File: config.mk
export PLATFORM = sky130hd
export DESIGN_NAME = div_period_monitor
export DESIGN_NICKNAME = d
export VERILOG_FILES = /design/src/rtl/div_period_monitor.sv
export SDC_FILE = /design/constraint.sdc
export NUM_CORES = 1
export LEC_CHECK = 0
export ABC_AREA = 1
export CAP_MARGIN = 20
export CORE_UTILIZATION = 45
export CTS_BUF_LIST = sky130_fd_sc_hd__clkbuf_4 sky130_fd_sc_hd__clkbuf_8
export DETAILED_ROUTE_END_ITERATION = 10
export PLACE_DENSITY = 0.62
export REMOVE_ABC_BUFFERS = 1
export SLEW_MARGIN = 5
export SYNTH_ARGS = -nofsm -noshare
export SYNTH_HDL_FRONTEND = slang
export SYNTH_SLANG_ARGS = --single-unit
File: constraint.sdc
create_clock -name clk -period 2.45 [get_ports clk]
set_clock_uncertainty 0.05 [all_clocks]
set_input_delay 0.6125 -clock clk [delete_from_list [all_inputs] [get_ports clk]]
set_output_delay 0.6125 -clock clk [all_outputs]
set_load 0.01 [all_outputs]
File: src/rtl/div_period_monitor.sv
// -----------------------------------------------------------------------------
// div_period_monitor
//
// Watches the divided clock from the divide-by-2 clock divider. The divided
// clock is sampled in the same fast clk domain. The monitor measures the period
// (rise to rise) and the high time (rise to fall) in clk cycles. It compares
// each period against EXP_PERIOD/EXP_HIGH and asserts `locked` after LOCK_CNT
// matching periods in a row. A mismatch while locked, or a stuck input, gives a
// one-cycle `err` pulse.
//
// Ports:
//   clk        system clock, all logic on posedge
//   rst        asynchronous active-low reset
//   en         monitor enable; low forces IDLE
//   in_sig     divided clock under test, synchronous to clk
//   period_out last measured period (clk cycles)
//   high_out   last measured high time (clk cycles)
//   meas_valid one-cycle pulse when period_out/high_out update
//   locked     level, lock achieved
//   err        one-cycle pulse on mismatch-while-locked or timeout
//
// LOCK_CNT must lie in 1..15 (match_cnt is 4 bits wide).
// -----------------------------------------------------------------------------
module div_period_monitor #(
   parameter int unsigned CNT_W      = 8,
   parameter int unsigned EXP_PERIOD = 2,
   parameter int unsigned EXP_HIGH   = 1,
   parameter int unsigned LOCK_CNT   = 4
) (
   input  logic             clk,
   input  logic             rst,
   input  logic             en,
   input  logic             in_sig,
   output logic [CNT_W-1:0] period_out,
   output logic [CNT_W-1:0] high_out,
   output logic             meas_valid,
   output logic             locked,
   output logic             err
);

   localparam logic [CNT_W-1:0] CNT_MAX  = '1;
   localparam logic [CNT_W-1:0] CNT_ONE  = CNT_W'(1);
   localparam logic [CNT_W-1:0] EXP_P    = CNT_W'(EXP_PERIOD);
   localparam logic [CNT_W-1:0] EXP_H    = CNT_W'(EXP_HIGH);
   localparam logic [3:0]       LOCK_TGT = 4'(LOCK_CNT);

   localparam logic [1:0] ST_IDLE  = 2'd0;
   localparam logic [1:0] ST_ARM   = 2'd1;
   localparam logic [1:0] ST_TRACK = 2'd2;
   localparam logic [1:0] ST_LOCK  = 2'd3;

   logic             in_d;
   logic [CNT_W-1:0] period_cnt, period_cnt_nxt;
   logic [CNT_W-1:0] high_cnt, high_cnt_nxt;
   logic [CNT_W-1:0] high_lat, high_lat_nxt;
   logic             high_seen, high_seen_nxt;
   logic [3:0]       match_cnt, match_cnt_nxt;
   logic [1:0]       state, state_nxt;
   logic             meas, err_nxt;

   logic rise, fall, active, timeout, match;

   // in_d resets to 0, so in_sig=1 on the first clk after reset is a rise.
   assign rise    = in_sig & ~in_d;
   assign fall    = ~in_sig & in_d;
   assign active  = (state != ST_IDLE);
   assign timeout = active && (period_cnt == CNT_MAX);
   assign match   = (period_cnt == EXP_P) && high_seen && (high_lat == EXP_H);

   // Measurement counters run in every state; only the FSM decides whether a
   // rise produces a measurement.
   always_comb begin
      period_cnt_nxt = period_cnt;
      high_cnt_nxt   = high_cnt;
      high_lat_nxt   = high_lat;
      high_seen_nxt  = high_seen;

      if (rise) begin
         period_cnt_nxt = CNT_ONE;
      end else if (period_cnt != CNT_MAX) begin
         period_cnt_nxt = period_cnt + CNT_ONE;
      end

      if (rise) begin
         high_cnt_nxt  = CNT_ONE;
         high_seen_nxt = 1'b0;
      end else if (in_sig && (high_cnt != CNT_MAX)) begin
         high_cnt_nxt = high_cnt + CNT_ONE;
      end

      if (fall) begin
         high_lat_nxt  = high_cnt;
         high_seen_nxt = 1'b1;
      end
   end

   // Priority: en=0, then timeout, then rise measurement.
   always_comb begin
      state_nxt     = state;
      match_cnt_nxt = match_cnt;
      meas          = 1'b0;
      err_nxt       = 1'b0;

      if (!en) begin
         state_nxt     = ST_IDLE;
         match_cnt_nxt = 4'd0;
      end else if (timeout) begin
         state_nxt     = ST_IDLE;
         match_cnt_nxt = 4'd0;
         err_nxt       = 1'b1;
      end else if (rise) begin
         case (state)
            ST_IDLE: begin
               // First rise only starts timing.
               state_nxt = ST_ARM;
            end
            ST_ARM: begin
               meas = 1'b1;
               if (match) begin
                  match_cnt_nxt = 4'd1;
                  state_nxt     = (LOCK_TGT == 4'd1) ? ST_LOCK : ST_TRACK;
               end else begin
                  match_cnt_nxt = 4'd0;
                  state_nxt     = ST_TRACK;
               end
            end
            ST_TRACK: begin
               meas = 1'b1;
               if (match) begin
                  match_cnt_nxt = match_cnt + 4'd1;
                  if (match_cnt + 4'd1 == LOCK_TGT) begin
                     state_nxt = ST_LOCK;
                  end
               end else begin
                  match_cnt_nxt = 4'd0;
               end
            end
            default: begin // ST_LOCK
               meas = 1'b1;
               if (!match) begin
                  state_nxt     = ST_TRACK;
                  match_cnt_nxt = 4'd0;
                  err_nxt       = 1'b1;
               end
            end
         endcase
      end
   end

   always_ff @(posedge clk or negedge rst) begin
      if (!rst) begin
         in_d       <= 1'b0;
         period_cnt <= '0;
         high_cnt   <= '0;
         high_lat   <= '0;
         high_seen  <= 1'b0;
         match_cnt  <= 4'd0;
         state      <= ST_IDLE;
         period_out <= '0;
         high_out   <= '0;
         meas_valid <= 1'b0;
         locked     <= 1'b0;
         err        <= 1'b0;
      end else begin
         in_d       <= in_sig;
         period_cnt <= period_cnt_nxt;
         high_cnt   <= high_cnt_nxt;
         high_lat   <= high_lat_nxt;
         high_seen  <= high_seen_nxt;
         match_cnt  <= match_cnt_nxt;
         state      <= state_nxt;
         meas_valid <= meas;
         locked     <= (state_nxt == ST_LOCK);
         err        <= err_nxt;
         // Outputs hold their last values while idle or disabled.
         if (meas) begin
            period_out <= period_cnt;
            high_out   <= high_lat;
         end
      end
   end

endmodule
==> results.toml <==
[grt]
grtUsageTotal_pct = 17.9
antenna_found_initial = 0
grt_pass1_vias = 1924
grt.overflow.total = 0
grt_max_degree = 34
grt_pass1_wl_um = 8760

[sta]
tightest_slew_ps = 521
fmax_mhz = 527
whs_ps = 227
finalSetupViolCount = 0
hold_violations = 0
setup_slack_ps = 552
layout_min_cycle_time_ps = 1900
tns_ps = 0
max_slew_margin_pct = 65.2
rsz0062_at_grt = "false"
min_period_over_period_pct = 77.5
slew_viol_final = 0

[finish]
fin_cells = 415
layout_common_cells = "60 x nand2_1, 51 x dfrtp_1, 46 x inv_1"
fin_util_pct = 54.7
drive_gt1_share_pct = 14.9
diodes = 0
mostFrequentLayoutCell = "nand2_1"
fillerInstances = 542
nNetsFinal = 358
area_delta_synth_final_pct = 14.8

[setup_path]
cp_cell_sequence = "clkdlybuf4s50_1 > ha_1 > inv_1 > nor2_4 > nand2_1 > inv_1 > nand3_1 > o21ai_1"
rrSetupSlack_ps = 640
cp_max_fo = 7
r2r_cells = 11
required_ps = 2630
worstSetupPathType = "in2reg"
path_common_cell = "inv_1"
worstSetupStartpoint = "in_sig"
r2r_start = "period_cnt[0]"
cp_slowest_cell = "clkdlybuf4s50_1"
cp.arrival_ps = 2070
end_kind = "flip-flop"
timing.rr.end = "match_cnt[2]"
slowest_delay_ps = 490
cp-start-kind = "input port"

[floorplan]
die_x_um = 79.0
die_height_um = 79.0
dieArea_um2 = 6250
rows = 27
initial_core_util_pct = 47.6
core_um2 = 5610
ioPinCount = 23

[clocking]
cts_root_buf = "clkbuf_8"
h-tree-depth = 2
path_clk_slew_ps = 90
cts_inserted_buffers = 5
cts_sinks = 51
cts_hold_buf = 0
ctsResizeCount = 0
ctsLongestPathBuffers = 2
clock_latency_ps = 300
post_cts_buffers = 0
cts_tree = "done"

[placement]
routabilityCongestion = 0.837
post-place-ws_ps = 241
port_buffers = 22
hpwl_um = 3580
dp_cells = 407

[run]
maxCapViolCount = 0

[drt]
wirelength_um = 4730
drc = 0
drt-initial-drc-count = 98
routedWlPerCell_um = 11.4
ant_nets = 0
vias_per_cell = 4.72
first_pass_iters = 4
num_vias = 1960

[min_path]
hold_class = "in2async"

[logic_synthesis]
avgSynthCellArea_um2 = 8.53
syn_inst = 313
ys_seq_elements = 51
syn_area_um2 = 2670
synth_edf_count = 0
ys_seq_area_share_pct = 47.8
synth_ff_type = "dfrtp_1"
ys_warn_count = 0
async_flop_share_pct = 100
synth_cell_types = 30

[outcome]
status = "completed"

[power_and_ir_drop]
irDropWorstVdd_v = 0.000412
powerDensity_nw_per_um2 = 685
power.leakage_uw = 0.00149
critical path: cells and delay by family:
family | cells | cell delay (ps)
compound gates | 1 | 90
fa+ha+maj | 1 | 170
buf+inv | 3 | 750
simple gates | 3 | 460
cells by family after synthesis:
| kind of cell | count (synthesis) | synth area share [%] |
|---|---|---|
| buf+inv | 53 | 9.04 |
| simple gates | 144 | 25.1 |
| xor+xnor | 3 | 0.984 |
| compound gates | 50 | 11.5 |
| flops | 51 | 47.8 |
| fa+ha+maj | 12 | 5.62 |
synth_stat cells (4+ instances only):
| master | count | area, um2 |
|---|---|---|
| o21ai_1 | 4 | 20.0 |
| nand2_1 | 60 | 225 |
| inv_1 | 46 | 173 |
| ha_1 | 12 | 150 |
| nor2_1 | 32 | 120 |
| nand3_1 | 23 | 115 |
| a21oi_1 | 9 | 45.0 |
| dfrtp_1 | 51 | 1280 |
| o21ai_2 | 13 | 114 |
| nor3_1 | 5 | 25.0 |
| nand2_2 | 16 | 100 |
| o21ai_0 | 20 | 100 |
layout make-up:
type                    instances  area, um2  share of cell area [%]
clock buffers                   5       68.8                    2.24
clock inverters                 3       43.8                    1.43
inverters                      48        183                    5.95
multi-input cells             209       1150                    37.6
flip-flops and latches         51       1280                    41.6
well taps                      72       90.1                    2.94
repair buffers                 27        253                    8.24
sequential cells by signal (all words and copies together), names as in the netlist:
signal      cells
err             1
high_cnt        8
high_lat        8
high_out        8
high_seen       1
in_d            1
locked          1
match_cnt       4
meas_valid      1
period_cnt      8
period_out      8
state           2
worst max path at each step:
stage | end | slack, ps | depth (start not counted)
final | match_cnt[3] | 550 | 8
after global routing | period_cnt[0] | 370 | 6
after CTS | high_out[6] | 550 | 1
after detailed placement | period_cnt[0] | 240 | 6
after global placement | period_out[7] | 260 | 7
after floorplan | period_cnt[0] | 710 | 5
report_power, final:
group	internal (uW)	switching (uW)
Sequential	948	95.2
Combinational	218	257
Clock	304	279
Total	1470	631
metrics by stage:
| stage | power [uW] | area [um2] |
|---|---|---|
| floorplan | 1340 | 2610 |
| global placement | 1540 | 2960 |
| detailed placement | 1540 | 2960 |
| CTS | 2130 | 3070 |
| global route | 2240 | 3070 |
| finish | 2100 | 3070 |
metal layers:
layer | wire length, um | global-route usage (%) | up-vias | share of wire (%)
li1 | - | - | 1040 | -
met1 | 2440 | 25.4 | 881 | 52
met2 | 2080 | 27.5 | 35 | 44
met3 | 150 | 3.45 | 4 | 3.2
met4 | 57 | 5.45 | 0 | 1.2
met5 | 0 | 0 | - | 0
No activity file was read; power rests on OpenSTA's default activity.
